[config.mk]
export PLATFORM = sky130hd
export DESIGN_NAME = slave_send_packet
export DESIGN_NICKNAME = d
export VERILOG_FILES = /design/src/rtl/slave_send_packet.sv
export SDC_FILE = /design/constraint.sdc
export NUM_CORES = 1
export LEC_CHECK = 0
export BUFFER_PORTS_ARGS = -buffer_cell sky130_fd_sc_hd__clkbuf_2
export CORE_ASPECT_RATIO = 1.5
export CORE_MARGIN = 2
export CORE_UTILIZATION = 45
export DETAILED_ROUTE_END_ITERATION = 8
export GPL_ROUTABILITY_DRIVEN = 0
export HOLD_SLACK_MARGIN = 0.06
export PLACE_DENSITY = 0.83
export SYNTH_ARGS = -nofsm -noshare
export SYNTH_HDL_FRONTEND = slang
export SYNTH_SLANG_ARGS = --single-unit
[constraint.sdc]
create_clock -name clk -period 1.7 [get_ports clk]
set_input_delay 0.085 -clock clk [delete_from_list [all_inputs] [get_ports clk]]
set_output_delay 0.085 -clock clk [all_outputs]
set_load 0.05 [all_outputs]
[src/rtl/slave_send_packet.sv]
// Purpose : USB slave packet transmitter; wins the SIE TX port, sends the PID byte,
//           streams payload bytes from the endpoint TX FIFO for data PIDs, ends with STOP.
// Latency : request to PID write >= 3 cycles (REQ, PID_WAIT); each payload byte >= 4 cycles.
// Backpressure: every write waits for SCTxPortRdy and SCTxPortGnt; a GAP cycle follows each write.
//
// Ports:
//   clk, rst          clock, synchronous active-high reset
//   sendPacketEn, PID  start request and the PID to send (sampled in IDLE only)
//   TXFifoData/Empty/REn   endpoint TX FIFO read side (data valid 1 cycle after REn)
//   SCTxPortReq/Gnt/Rdy/WEn/Data/Cntl   SIE TX port arbiter interface
//   sendPacketRdy      idle and able to accept a request
//   TXByteCount        payload bytes sent in the last packet
//   txAbort            grant watchdog fired (only with SLAVE_SEND_PACKET_GNT_TIMEOUT_EN defined)
//
// Optional feature: define SLAVE_SEND_PACKET_GNT_TIMEOUT_EN to enable the grant watchdog.
module slave_send_packet #(
    parameter int MAX_PKT_BYTES = 64,
    parameter int GNT_TIMEOUT   = 255
) (
    input  logic       clk,
    input  logic       rst,
    input  logic       sendPacketEn,
    input  logic [3:0] PID,
    input  logic [7:0] TXFifoData,
    input  logic       TXFifoEmpty,
    output logic       TXFifoREn,
    output logic       SCTxPortReq,
    input  logic       SCTxPortGnt,
    input  logic       SCTxPortRdy,
    output logic       SCTxPortWEn,
    output logic [7:0] SCTxPortData,
    output logic [7:0] SCTxPortCntl,
    output logic       sendPacketRdy,
    output logic [9:0] TXByteCount,
    output logic       txAbort
);

    if (MAX_PKT_BYTES < 1 || MAX_PKT_BYTES > 1023 || GNT_TIMEOUT < 1 || GNT_TIMEOUT > 65535) begin : gBadParams
        $error("slave_send_packet: parameter out of range");
    end

    localparam logic [9:0] MAX_CNT = 10'(MAX_PKT_BYTES);

    localparam logic [7:0] CNTL_START = 8'h01;
    localparam logic [7:0] CNTL_DATA  = 8'h02;
    localparam logic [7:0] CNTL_STOP  = 8'h03;

    typedef enum logic [3:0] {
        ST_START     = 4'd0,
        ST_IDLE      = 4'd1,
        ST_REQ       = 4'd2,
        ST_PID_WAIT  = 4'd3,
        ST_PID_GAP   = 4'd4,
        ST_CHK       = 4'd5,
        ST_FIFO_LAT  = 4'd6,
        ST_DATA_WAIT = 4'd7,
        ST_DATA_GAP  = 4'd8,
        ST_STOP_WAIT = 4'd9,
        ST_DONE      = 4'd10
    } state_t;

    state_t     state;
    state_t     nextState;

    logic [3:0] pidReg;
    logic [7:0] dataByte;
    logic       byteValid;

    // Next-value signals for every registered output and internal register.
    logic       renD;
    logic       reqD;
    logic       wenD;
    logic [7:0] dataD;
    logic [7:0] cntlD;
    logic       rdyD;
    logic [9:0] countD;
    logic [3:0] pidD;
    logic [7:0] byteD;
    logic       byteValidD;

    // A write may only launch when the SIE is ready and we still own the port.
    logic       txGo;
    // Data phase ends on an empty FIFO or a full packet.
    logic       chkStop;

    assign txGo    = SCTxPortRdy & SCTxPortGnt;
    assign chkStop = TXFifoEmpty | (TXByteCount == MAX_CNT);

`ifdef SLAVE_SEND_PACKET_GNT_TIMEOUT_EN
    localparam logic [15:0] GNT_LAST = 16'(GNT_TIMEOUT - 1);

    logic [15:0] gntCnt;
    logic [15:0] gntCntD;
    logic        abortD;
    logic        gntExpired;

    // The cycle that would bring the count to GNT_TIMEOUT is the one that aborts.
    assign gntExpired = (gntCnt == GNT_LAST);
`endif

    // State and output registers.
    always_ff @(posedge clk) begin
        if (rst) begin
            state         <= ST_START;
            TXFifoREn     <= 1'b0;
            SCTxPortReq   <= 1'b0;
            SCTxPortWEn   <= 1'b0;
            SCTxPortData  <= 8'h00;
            SCTxPortCntl  <= 8'h00;
            sendPacketRdy <= 1'b0;
            TXByteCount   <= 10'd0;
            pidReg        <= 4'h0;
            dataByte      <= 8'h00;
            byteValid     <= 1'b0;
        end else begin
            state         <= nextState;
            TXFifoREn     <= renD;
            SCTxPortReq   <= reqD;
            SCTxPortWEn   <= wenD;
            SCTxPortData  <= dataD;
            SCTxPortCntl  <= cntlD;
            sendPacketRdy <= rdyD;
            TXByteCount   <= countD;
            pidReg        <= pidD;
            dataByte      <= byteD;
            byteValid     <= byteValidD;
        end
    end

`ifdef SLAVE_SEND_PACKET_GNT_TIMEOUT_EN
    always_ff @(posedge clk) begin
        if (rst) begin
            gntCnt  <= 16'd0;
            txAbort <= 1'b0;
        end else begin
            gntCnt  <= gntCntD;
            txAbort <= abortD;
        end
    end
`else
    assign txAbort = 1'b0;
`endif

    // Next-state logic.
    always_comb begin
        nextState = state;
        unique case (state)
            ST_START:     nextState = ST_IDLE;
            ST_IDLE:      if (sendPacketEn) nextState = ST_REQ;
            ST_REQ: begin
                if (SCTxPortGnt) nextState = ST_PID_WAIT;
`ifdef SLAVE_SEND_PACKET_GNT_TIMEOUT_EN
                else if (gntExpired) nextState = ST_IDLE;
`endif
            end
            ST_PID_WAIT:  if (txGo) nextState = ST_PID_GAP;
            // Only data PIDs (xx11) carry a payload.
            ST_PID_GAP:   nextState = (pidReg[1:0] == 2'b11) ? ST_CHK : ST_STOP_WAIT;
            ST_CHK:       nextState = chkStop ? ST_STOP_WAIT : ST_FIFO_LAT;
            ST_FIFO_LAT:  nextState = ST_DATA_WAIT;
            ST_DATA_WAIT: if (txGo) nextState = ST_DATA_GAP;
            ST_DATA_GAP:  nextState = ST_CHK;
            ST_STOP_WAIT: if (txGo) nextState = ST_DONE;
            ST_DONE:      nextState = ST_IDLE;
            default:      nextState = ST_START;
        endcase
    end

    // Output / datapath next values.
    always_comb begin
        renD       = 1'b0;
        reqD       = SCTxPortReq;
        wenD       = 1'b0;
        dataD      = 8'h00;
        cntlD      = 8'h00;
        rdyD       = 1'b0;
        countD     = TXByteCount;
        pidD       = pidReg;
        byteD      = dataByte;
        byteValidD = byteValid;
`ifdef SLAVE_SEND_PACKET_GNT_TIMEOUT_EN
        gntCntD    = gntCnt;
        abortD     = txAbort;
`endif
        unique case (state)
            ST_IDLE: begin
                rdyD = ~sendPacketEn;
                if (sendPacketEn) begin
                    pidD   = PID;
                    countD = 10'd0;
                    reqD   = 1'b1;
`ifdef SLAVE_SEND_PACKET_GNT_TIMEOUT_EN
                    gntCntD = 16'd0;
                    abortD  = 1'b0;
`endif
                end
            end
            ST_REQ: begin
`ifdef SLAVE_SEND_PACKET_GNT_TIMEOUT_EN
                if (!SCTxPortGnt) begin
                    if (gntExpired) begin
                        reqD   = 1'b0;
                        abortD = 1'b1;
                    end else begin
                        gntCntD = gntCnt + 16'd1;
                    end
                end
`endif
            end
            ST_PID_WAIT: begin
                if (txGo) begin
                    wenD  = 1'b1;
                    dataD = {~pidReg, pidReg};
                    cntlD = CNTL_START;
                end
            end
            ST_CHK: begin
                byteValidD = 1'b0;
                if (!chkStop) renD = 1'b1;
            end
            // The read strobe is registered, so the FIFO sees it at the end of
            // FIFO_LAT and its data is valid in the first DATA_WAIT cycle.
            // That first cycle captures it (and may write it straight through);
            // later stall cycles use the held copy.
            ST_DATA_WAIT: begin
                if (!byteValid) begin
                    byteD      = TXFifoData;
                    byteValidD = 1'b1;
                end
                if (txGo) begin
                    wenD   = 1'b1;
                    dataD  = byteValid ? dataByte : TXFifoData;
                    cntlD  = CNTL_DATA;
                    countD = TXByteCount + 10'd1;
                end
            end
            ST_STOP_WAIT: begin
                if (txGo) begin
                    wenD  = 1'b1;
                    dataD = 8'h00;
                    cntlD = CNTL_STOP;
                end
            end
            ST_DONE: reqD = 1'b0;
            default: ;
        endcase
    end

endmodule

After elaboration in Yosys (flattened, before gate mapping) --
Cells that the tools add are included. Widths: inputs -> output; s select.
Word-level totals: flip-flop bits (word level) 47, input bits 18, output and inout bits 31, logic and storage cells 73
Operators by class: add/sub/neg operators 1, equality and inequality tests 17, muxes and demuxes 24, bitwise logic cells 7, reductions and logical operators 13
Operators with widths (number):
- $pmux 4 s10 | 1
- $mux 4 | 7
- $mux 8 | 3
- $mux 10 | 2
- $pmux 10 s2 | 1
- $eq 4x3->1 const B | 4
- $pmux 8 s2 | 1
- $eq 4x4->1 const B | 3
- $add 10x1->10 const B | 1
- $eq 10x7->1 const B | 1
- $ne 2x2->1 const B | 5
- $eq 4x2->1 const B | 2
- $reduce_or 2->1 | 4
- $pmux 2 s3 | 1
- $reduce_bool 2->1 | 3
- $reduce_and 5->1 | 1
- $eq 4x1->1 const B | 1
- $logic_not 4->1 | 1
- $mux 1 | 4
- $mux 2 | 2
- $not 1->1 | 4
- $not 4->4 | 1
- $pmux 1 s2 | 2
- $reduce_and 2->1 | 2
- 5 further kinds | 5

Logic depth before layout (Yosys ltp) --
Gate-level depths: netlist of run 1.
depth in word-level cells 4, depth in mapped cells 6, depth with buffers taken out 6

Worst setup path after synthesis of run 1 --
OpenSTA, ideal clock, no wires.
kind register to register, start reg TXByteCount[0], end reg state[0], data arrival time 1.610 ns, required time 1.553 ns, setup slack -0.057 ns, cell stages (with the launch flop) 7, cells stage by stage dfxtp_1 > inv_1 > ha_1 > nor4b_1 > a41oi_1 > nand3b_1 > a41oi_1
Between the ends: longest elaborated chain between the ends 4
Ends and longest elaborated chain:
- start, declared | RTL line 34 | output logic [9:0] TXByteCount,
- start signal, assigned | RTL line 123 | TXByteCount <= countD;
- $eq 10x7->1 | RTL line 87 | assign chkStop = TXFifoEmpty | (TXByteCount == MAX_CNT);
- $or 1x1->1 | RTL line 87
- $mux 4 | RTL line 159 | ST_CHK: nextState = chkStop ? ST_STOP_WAIT : ST_FIFO_LAT;
- $pmux 4 s10 | RTL line 147 | unique case (state)
- end signal, assigned | RTL line 116 | state <= nextState;
- end, declared | RTL line 62 | state_t state;
Every way passes these cells. A chain may end at the register's enable or synchronous reset.

Final worst setup path of run 1 --
start reg state[3], end reg TXByteCount[7]
Between the ends: longest elaborated chain between the ends 3, elaborated cells on any way between the ends 7, classes of those cells eq/ne (4); mux (1); reduce/logical (2)
Ends and longest elaborated chain:
- $eq 4x3->1 or $eq 4x1->1 (tied branches) | RTL line 185 | unique case (state)
- $ne 2x2->1 (no line) or $reduce_bool 2->1 (tied branches)
- $reduce_and 3->1 (no line)
Several ways; a longest one is shown, not always the timed one.

==> impl_results.md, run 1 <==
- Outcome: finished, final reports clean
- Die Width: 57.79 um
- Worst EP arrival: 1820 ps
- PD cells: 993.3 nW/um^2
- DRC: 0
- Global route overflow: 0
- Ports: 49
- CTS tree: yes
- Min-delay src: rst
- DR vias: 1893
- Finish-stage setup viols: 0
- Share of cells above drive strength 1: 0.2753
- Largest net degree at the start of global routing: 16
- Hold Crit Depth: 2
- Antenna-violating nets left: 0
- Post-synth ARST share: 0
- Worst reg2reg path startpoint: state[3]$_SDFFE_PP0P_
- Total Routing Usage GR: 0.2052
- Critical-path top delay cell: dfxtp_2
- Crit Reg-Reg Endpoint: TXByteCount[7]$_SDFFE_PP0P_
- Primary FF master, synth: dfxtp_1
- Rows: 29
- Post-synth top area cell: dfxtp_1
- Reg2Reg Depth: 5
- Layout Skew: 9.300 ps
- Longest Clk Path Bufs: 2
- Root buffer selected by CTS: clkbuf_8
- Worst-Skew Late Latency: 290 ps
- Initial antenna violation count: 0
- Reg2Reg Setup Slack: 100 ps
- 1st-pass router iterations: 4
- Final Cycle Share: 0.9406
- H-tree depth: 2
- Clock sink total: 41
- Largest cells by area after synthesis: dfxtp_1, nor2_1, mux2i_1
- Routed WL: 4.886 mm
- Worst Path Class, Setup: flip-flop to flip-flop
- Max Slew Vio Count: 0
- Number of synthesized register bits: 41
- Synth top cells by count: dfxtp_1, nor2_1, nand2_1
- Area growth syn-to-layout: 25.24%
- DIE AREA: 4894 um^2
- Crit-path cells: nor4b_4 > a22oi_2 > buf_4 > or3_1 > a21oi_1
- CTS Buf Count: 5
- Die Ht: 84.69 um
- Max Cap Viol: 0
- Endpoint class of the critical path: flip-flop
- Clock-pin slew on the worst setup and hold paths: 80 ps
- WL per Instance: 14.67 um
- Leakage: 0.9624 nW
- RSZ-0062 raised after global routing: false
- Post-synth EDFFs: 0
- Top-count cell post-synth: dfxtp_1
- Final nets: 306
- Count of cell types in the netlist: 47
- Port-buffer cells: 41
- Placed inst area: 2276 um^2
- Max Fanout on Critical Path: 9
- First-pass GRT wire length: 7.914 mm
- Hold Path Class: primary input to flip-flop
- Setup TNS: 0 ps
- Top cell type's share of synthesized area: 0.4202
- Drt via density: 5.685
- FMAX: 0.6254 GHz
- Synth Instances: 227
- Core region area: 4209 um^2
- Maximum vdd drop: 0.8603 mV
- Crit path launch type: flip-flop
- Antenna diodes: 0
- Post-synthesis sequential area ratio: 0.4202
- Vias in the first global route: 1837
- Starting DRT DRC Count: 45
- Min Tclk post-route: 1599 ps
- Post-synthesis cell area: 1953 um^2
- Post-DP HPWL: 3.543 mm
- Final Hold Fails: 0
- CP peak stage delay: 380 ps
- Hold Path End: pidReg[0]$_SDFFE_PP0P_
- Avg Inst Size Synth: 8.604 um^2
- Final cell utilization of the core: 0.5812
- Ys Warns: 0
- Initial Util: 0.4640
- Post-route cell area: 2446 um^2
- Critical Path RT: 1920 ps
-- flip-flops by register name (all words and copies together), names as in the netlist --
| name | cells |
|---|---|
| SCTxPortData | 8 |
| dataByte | 8 |
| SCTxPortWEn | 1 |
| byteValid | 1 |
| SCTxPortReq | 1 |
| pidReg | 4 |
| TXByteCount | 10 |
| sendPacketRdy | 1 |
| state | 4 |
| TXFifoREn | 1 |
| SCTxPortCntl | 2 |
-- repair_timing --
action	CTS	global route
endpoints found under the hold margin	5	0
setup endpoints to repair	0	11
hold buffers	5	0
setup buffers	0	1
gates resized for setup	0	4
-- layer usage --
layer / wire length, um / global-route usage / vias to the layer above
met4: 128 / 0.1036 / 0
met2: 2648 / 0.3781 / 58
met5: 0 / 0 / -
met1: 1906 / 0.2144 / 898
li1: - / - / 923
met3: 203 / 0.03544 / 14
-- metrics by stage --
step                instances  setup slack [ps]  hold WS [ps]  power (mW)
floorplan                 233             17.04         221.0       1.544
global placement          319             123.0         330.1       1.735
detailed placement        319             36.95         334.7       1.748
global route              333             21.87         147.2       2.544
CTS                       332             23.08         116.5       2.422
finish                    333             101.0         127.4       2.430
-- cell usage in the layout, fill, tap and decap left out, types with 5 or more instances in the layout --
cell,Yosys,final
clkbuf_2,0,41
dfxtp_1,41,35
nor2_1,24,24
nand2_1,18,18
buf_4,7,18
a21oi_1,14,14
and2_1,9,9
inv_1,8,8
nand3_1,8,8
mux2i_1,8,8
a211oi_1,8,8
conb_1,1,7
dfxtp_2,0,6
o21ai_0,6,6
clkbuf_8,0,6
or3_1,5,5
nor3_1,5,5
dlygate4sd3_1,0,5
-- how the worst max path moves through the flow --
stage                                     start                          end  slack, ps  cells past startpoint
detailed placement        state[3]$_SDFFE_PP0P_  TXByteCount[6]$_SDFFE_PP0P_         40                      4
CTS                       state[3]$_SDFFE_PP0P_  TXByteCount[6]$_SDFFE_PP0P_         20                      4
global placement          state[3]$_SDFFE_PP0P_  TXByteCount[9]$_SDFFE_PP0P_        120                      4
global route              state[1]$_SDFFE_PP0P_        state[2]$_SDFFE_PP0P_         20                      5
finish                    state[3]$_SDFFE_PP0P_  TXByteCount[7]$_SDFFE_PP0P_        100                      5
floorplan           TXByteCount[5]$_SDFFE_PP0P_  TXByteCount[9]$_SDFFE_PP0P_         20                      4
-- power by group --
group	switching (mW)	internal (mW)
registers	0.0558	1.01
logic	0.412	0.281
clock network	0.342	0.329
-- cell families after synthesis --
family                   after synthesis  synth area share
AO/OA/AOI/OAI                         51            0.1781
XOR/XNOR                               4           0.01794
adder cells (fa/ha/maj)                2           0.01281
buffers and inverters                 26           0.06470
flip-flops                            41            0.4202
multiplexers                           9           0.04677
other                                  1          0.001920
AND/OR/NAND/NOR                       93            0.2575
-- layout make-up --
cell class	instances	area [um^2]
clock buffer	6	82.58
multi-input combinational	166	1044
sequential	41	828.3
timing repair buffer	64	390.4
tap	46	57.56
clock inverter	2	13.76
fill	352	1763
inverter	8	30.03
-- critical path, delay by kind of cell (launching register included) --
| kind | cells | cell delay, ps |
|---|---|---|
| and+or+nand+nor | 2 | 690 |
| DFF | 1 | 380 |
| AOI/OAI and AO/OA | 2 | 270 |
| buffers and inverters | 1 | 170 |
Power figures use the tool's default switching activity.
==> inputs of run 2 (changes only) <==
- CORE_MARGIN: 2 -> 4
- GPL_ROUTABILITY_DRIVEN: 0 -> unset
- MAX_ROUTING_LAYER: unset -> met4
==> run 2 against run 1 <==
- fmax fell by 3.0%
- count of clock-buffer cells in the layout fell by 1
- first-iteration DRC count rose to 2.7 times the previous value
- largest power group unchanged
==> impl_results.md, run 2 (synthesis gave the netlist of run 1 again) <==
- Crit-path cells: inv_1 > ha_1 > nor4b_2 > a41oi_2 > nand3b_1 > a211oi_1
- WL per Instance: 14.56 um (-0.75%)
- Largest registers: TXByteCount: 10 flops, SCTxPortData: 8 flops, dataByte: 8 flops
- Power Total: 2.690 mW (+11%)
- Hold Crit Depth: 2 (unchanged)
- Share of cells above drive strength 1: 0.2882 (+0.01293)
- Initial Util: 0.4640 (unchanged)
- Total Routing Usage GR: 0.1938 (-0.01142)
- Dpl cells: 320 (+0.31%)
- Pre-CTS setup slack: 34.94 ps (-2.005 ps)
- CTS tree: yes
- Max Cap Viol: 0 (unchanged)
- Final WS setup: 52.18 ps (-48.85 ps)
- Ports: 49 (unchanged)
- DRC: 0 (unchanged)
- Switching Fraction: 0.3022 (-0.03108)
- Placer congestion estimate: 0.8783
- Starting DRT DRC Count: 122 (+170%)
- Critical-path top delay cell: dfxtp_2
- Drt via density: 5.662 (-0.40%)
- Routed WL: 4.864 mm (-0.45%)
- Global route overflow: 0 (unchanged)
- Worst EP arrival: 1840 ps (+20 ps)
- Initial antenna violation count: 0 (unchanged)
- Longest Clk Path Bufs: 2 (unchanged)
- Clock sink total: 41 (unchanged)
- Die Width: 61.79 um (+6.9%)
- Max reg flops: 10 (unchanged)
- Min-delay src: rst
- Flop pwr share: 0.400 (-0.039)
- Antenna diodes: 0 (unchanged)
- Final cell utilization of the core: 0.5933 (+0.01219)
- Most common cell after layout, fill and taps aside: clkbuf_2
- Crit path launch type: flip-flop
- Worst-Skew Late Latency: 290 ps (about the same)
- Core region area: 4209 um^2 (unchanged)
- Layout Skew: 3.638 ps (-5.663 ps)
- Antenna-violating nets left: 0 (unchanged)
- 1st-pass router iterations: 4 (unchanged)
- Final Hold Fails: 0 (unchanged)
- Switching power: 0.8130 mW (+0.39%)
- Die Ht: 88.69 um (+4.7%)
- Hold Path End: sendPacketRdy$_SDFF_PP0_
- DIE AREA: 5480 um^2 (+12%)
- Hold Path Class: primary input to flip-flop
- Rows: 29 (unchanged)
- Comb power frac: 0.257 (-0.028)
- Most frequent cells in the layout: clkbuf_2, dfxtp_1, nor2_1, buf_4, nand2_1
- Leakage: 0.9844 nW (+2.3%)
- Area growth syn-to-layout: 27.87%
- Biggest register: TXByteCount
- Endpoint class of the critical path: flip-flop
- First-pass GRT wire length: 7.783 mm (-1.7%)
- PD cells: 1077 nW/um^2 (+8.4%)
- H-tree depth: 2 (unchanged)
- Outcome: finished, final reports clean
- CP peak stage delay: 340 ps (-40 ps)
- Root buffer selected by CTS: clkbuf_8
- Vias in the first global route: 1746 (-5.0%)
- Min Hold Slack: 96.76 ps (-30.60 ps)
- Worst reg2reg path startpoint: TXByteCount[1]$_SDFFE_PP0P_
- Final nets: 307 (+0.33%)
- Largest net degree at the start of global routing: 16 (unchanged)
- Max Slew Vio Count: 0 (unchanged)
- Crit Reg-Reg Endpoint: state[3]$_SDFFE_PP0P_
- Maximum vdd drop: 1.045 mV (+22%)
- CTS Buf Count: 5 (unchanged)
- Reg2Reg Setup Slack: 50 ps (-50 ps)
- DR vias: 1891 (-0.11%)
- Port-buffer cells: 41 (unchanged)
- Internal power: 1.877 mW (+16%)
- Finish-stage setup viols: 0 (unchanged)
- Final Cycle Share: 0.9693 (+0.02874)
- FMAX: 0.6069 GHz (-3.0%)
- Clock-pin slew on the worst setup and hold paths: 80 ps (about the same)
- Post-DP HPWL: 3.597 mm (+1.5%)
- Fin cells: 334 (+0.30%)
- Critical Path RT: 1890 ps (-30 ps)
- Worst Path Class, Setup: flip-flop to flip-flop
- Min Tclk post-route: 1648 ps (+48.85 ps)
- Reg2Reg Depth: 6 (+1)
- Max Fanout on Critical Path: 5 (-4)
- Clock power frac: 0.343 (+0.067)
-- run 2: worst max path at each step --
stage,slack (ps),start,end
5_1_grt,-10,TXByteCount[1]$_SDFFE_PP0P_,state[0]$_SDFFE_PP0P_
4_1_cts,8,TXByteCount[1]$_SDFFE_PP0P_,state[0]$_SDFFE_PP0P_
3_3_place_gp,110,TXByteCount[1]$_SDFFE_PP0P_,state[0]$_SDFFE_PP0P_
2_1_floorplan,20,TXByteCount[5]$_SDFFE_PP0P_,TXByteCount[9]$_SDFFE_PP0P_
3_5_place_dp,30,TXByteCount[1]$_SDFFE_PP0P_,state[0]$_SDFFE_PP0P_
6_report,50,TXByteCount[1]$_SDFFE_PP0P_,state[3]$_SDFFE_PP0P_
-- run 2: area by class of cell --
type	instances	area [um^2]
clock buffers	5	68.82
clock inverters	3	65.06
repair buffers	65	397.9
inverters	8	30.03
fillers	362	1712
multi-input cells	166	1049
flip-flops and latches	41	829.5
well taps	46	57.56
-- run 2: per-stage QoR --
step / setup TNS, ps / cell area, um^2
finish: 0 / 2497
global route: -17.11 / 2497
CTS: 0 / 2467
detailed placement: 0 / 2283
global placement: 0 / 2283
floorplan: 0 / 1982
-- run 2: critical path, delay by kind of cell (launching register included) --
family | cells | cell delay, ps
adder cells (fa/ha/maj) | 1 | 150
flip-flops | 1 | 340
AO/OA/AOI/OAI | 2 | 490
buffers and inverters | 1 | 50
AND/OR/NAND/NOR | 2 | 510
-- run 2: per-layer routing --
| layer | routed length [um] | up-vias | track usage |
|---|---|---|---|
| met2 | 2525 | 86 | 0.3298 |
| met3 | 270 | 21 | 0.03358 |
| met1 | 1858 | 865 | 0.2092 |
| met4 | 210 | 0 | 0.09653 |
| li1 | - | 919 | - |
| met5 | 0 | - | - |
-- run 2: timing repair --
action / CTS / global route
endpoints found under the hold margin: 5 / 0
endpoints found under the setup margin: 0 / 12
gates resized for setup: 0 / 7
hold buffers: 5 / 0
setup buffers: 0 / 1
-- run 2: power groups by stage --
stage	clock (mW)	sequential, mW	combinational [mW]
after global placement	0	1.09	0.649
after global routing	0.971	1.08	0.755
after CTS	0.929	1.07	0.678
after detailed placement	0	1.09	0.663
after floorplan	0	1.11	0.431
final	0.922	1.08	0.692
==> inputs of run 3 (changes only) <==
- CORE_UTILIZATION: 45 -> 52
- PLACE_DENSITY: 0.83 -> 0.89
- clock period: 1.7 -> 1.8 ns (I/O delays scaled with it)
==> run 3 against run 2 <==
- final cell count shrank 1.5%
- count of clock-buffer cells in the layout grew 1
- sequential share of layout area grew 0.42 points
- first-iteration DRC count shrank 60%
- routed wire length shrank 2.2%
- total power shrank 9.6%
- fmax shrank 1.6%
- clock skew grew 4.1 ps
- via count shrank 0.90%
- global-route usage grew 1.6 points
- die area shrank 12%
- largest cell class unchanged
==> impl_results.md, run 3 (synthesis gave the netlist of run 1 again) <==
- Reg2Reg Depth: 4 (-2)
- Post-route cell area: 2440 um^2 (-2.3%)
- Switching Fraction: 0.3130 (+0.01079)
- Largest net degree at the start of global routing: 19 (+3)
- DIE AREA: 4821 um^2 (-12%)
- Share of cells above drive strength 1: 0.2413 (-0.04694)
- Clock power frac: 0.320 (-0.023)
- Die Ht: 83.06 um (-6.3%)
- DR vias: 1874 (-0.90%)
- Hold Path End: dataByte[2]$_SDFFE_PP0P_
- Reg2Reg Setup Slack: 130 ps (+70 ps)
- CTS Buf Count: 5 (unchanged)
- Routed WL: 4.757 mm (-2.2%)
- Largest registers: TXByteCount: 10 flops, SCTxPortData: 8 flops, dataByte: 8 flops
- H-tree depth: 2 (unchanged)
- CTS tree: yes
- Clock-pin slew on the worst setup and hold paths: 80 ps (about the same)
- Flop pwr share: 0.418 (+0.018)
- Max reg flops: 10 (unchanged)
- Max Cap Viol: 0 (unchanged)
- Area growth syn-to-layout: 24.92%
- Placed inst area: 2258 um^2 (-1.1%)
- Met3 WL post-DR: 234 um (-13%)
- Slew @ Worst Pin: 514.3 ps
- Final WS setup: 125.8 ps (+73.59 ps)
- Critical Path RT: 2020 ps (+130 ps)
- Post-DP HPWL: 3.496 mm (-2.8%)
- First-pass GRT wire length: 7.866 mm (+1.1%)
- Final Cycle Share: 0.9301 (-0.03918)
- Clock sink total: 41 (unchanged)
- Port-buffer cells: 41 (unchanged)
- RSZ-0062 raised after global routing: false
- Layout Skew: 7.724 ps (+4.086 ps)
- Drt via density: 5.696 (+0.61%)
- Finish-stage setup viols: 0 (unchanged)
- Initial antenna violation count: 0 (unchanged)
- Initial Util: 0.5353 (+0.07129)
- DRC: 0 (unchanged)
- Placer congestion estimate: 0.8764 (-0.22%)
- WL per Instance: 14.46 um (-0.71%)
- Total Routing Usage GR: 0.2099 (+0.01608)
- Final nets: 305 (-0.65%)
- Worst reg2reg path startpoint: state[3]$_SDFFE_PP0P_
- Switching power: 0.7615 mW (-6.3%)
- Vias in the first global route: 1852 (+6.1%)
- Maximum vdd drop: 0.8732 mV (-16%)
- Core region area: 3649 um^2 (-13%)
- Rows: 27 (-6.9%)
- Die Width: 58.04 um (-6.1%)
- Global route overflow: 0 (unchanged)
- Met1 WL: 1.809 mm (-2.6%)
- 1st-pass router iterations: 4 (unchanged)
- Root buffer selected by CTS: clkbuf_8
- PD cells: 997.1 nW/um^2 (-7.4%)
- Internal power: 1.671 mW (-11%)
- Antenna diodes: 0 (unchanged)
- Min Tclk post-route: 1674 ps (+26.41 ps)
- Postcts setup bufs: 0 (unchanged)
- Crit Reg-Reg Endpoint: TXByteCount[9]$_SDFFE_PP0P_
- Outcome: finished, final reports clean
- Max Slew Vio Count: 0 (unchanged)
- Antenna-violating nets left: 0 (unchanged)
- Number of fill cells: 301 (-17%)
- Ports: 49 (unchanged)
- Most frequent cells in the layout: dfxtp_1, clkbuf_2, nor2_1, nand2_1, buf_4
- Endpoint class of the critical path: flip-flop
- Longest Clk Path Bufs: 2 (unchanged)
- Worst rel slew slack: 0.6567
- Leakage: 0.9574 nW (-2.7%)
- Max Fanout on Critical Path: 10 (+5)
- Worst Path Class, Setup: flip-flop to flip-flop
- Comb power frac: 0.262 (+0.005)
- Biggest register: TXByteCount
- FMAX: 0.5973 GHz (-1.6%)
- DR top layer: met4
- Setup TNS: 0 ps (unchanged)
- Min-delay src: TXFifoData[2]
- Pre-CTS setup slack: 143.2 ps (+108.2 ps)
- Crit path launch type: flip-flop
- Detail Route met2 WL: 2.573 mm (+1.9%)
- Final Hold Fails: 0 (unchanged)
- Worst-Skew Late Latency: 300 ps (about the same)
- Hold Crit Depth: 3 (+1)
- Starting DRT DRC Count: 49 (-60%)
- Worst EP arrival: 1900 ps (+60 ps)
- Hold Path Class: primary input to flip-flop
-- run 3: cell types whose count changed in the layout (fill, tap and decap cells not counted), sizes merged --
cell         before  now
buf              19   16
bufinv            2    1
clkbuf           46   47
clkinv            1    0
clkinvlp          0    1
dlygate4sd3       5    6
-- run 3: power by group through the flow --
stage,Clock [mW],Combinational [mW],Sequential (mW)
finish,0.779,0.638,1.02
global route,0.826,0.688,1.02
CTS,0.787,0.634,1.01
detailed placement,0,0.617,1.03
global placement,0,0.614,1.03
floorplan,0,0.407,1.05
-- run 3: cell type report --
cell class,instances,area [um^2],area share
well taps,43,53.80,0.02205
repair buffers,63,385.4,0.1579
inverters,8,30.03,0.01231
flip-flops and latches,41,820.8,0.3364
clock buffers,6,82.58,0.03385
clock inverters,2,37.54,0.01538
multi-input cells,166,1030,0.4221
-- run 3: through the flow --
step | util | total power [mW] | cells | hold slack [ps]
after floorplan | - | 1.458 | 233 | 226.0
after global placement | 0.6190 | 1.645 | 315 | 331.5
final | 0.6687 | 2.433 | 329 | 164.5
after CTS | 0.6684 | 2.433 | 329 | 158.2
after global routing | 0.6687 | 2.535 | 329 | 195.5
after detailed placement | 0.6190 | 1.651 | 315 | 340.1
-- run 3: worst max-delay path, stage by stage (launching register included) --
cell and delay, ps:
dfxtp_1 440, and4b_2 410, a22oi_2 80, or4_1 520, a21oi_1 160
-- run 3: how the worst max path moves through the flow --
stage	startpoint	to	slack, ps	cells past startpoint
3_5_place_dp	state[3]$_SDFFE_PP0P_	TXByteCount[9]$_SDFFE_PP0P_	140	4
6_report	state[3]$_SDFFE_PP0P_	TXByteCount[9]$_SDFFE_PP0P_	130	4
5_1_grt	state[3]$_SDFFE_PP0P_	TXByteCount[8]$_SDFFE_PP0P_	30	4
4_1_cts	state[3]$_SDFFE_PP0P_	TXByteCount[9]$_SDFFE_PP0P_	110	4
3_3_place_gp	state[3]$_SDFFE_PP0P_	TXByteCount[9]$_SDFFE_PP0P_	190	4
2_1_floorplan	TXByteCount[0]$_SDFFE_PP0P_	state[0]$_SDFFE_PP0P_	40	6
-- run 3: per-layer routing --
metal,up-vias,GRT usage
li1,920,-
met1,887,0.2112
met2,55,0.3693
met3,12,0.03110
met4,0,0.1224
met5,-,-
-- run 3: timing repair --
| item | 4_1_cts | 5_1_grt |
|---|---|---|
| endpoints found under the hold margin | 6 | 0 |
| setup endpoints to repair | 0 | 2 |
| hold buffers | 6 | 0 |
| gates resized for setup | 0 | 1 |
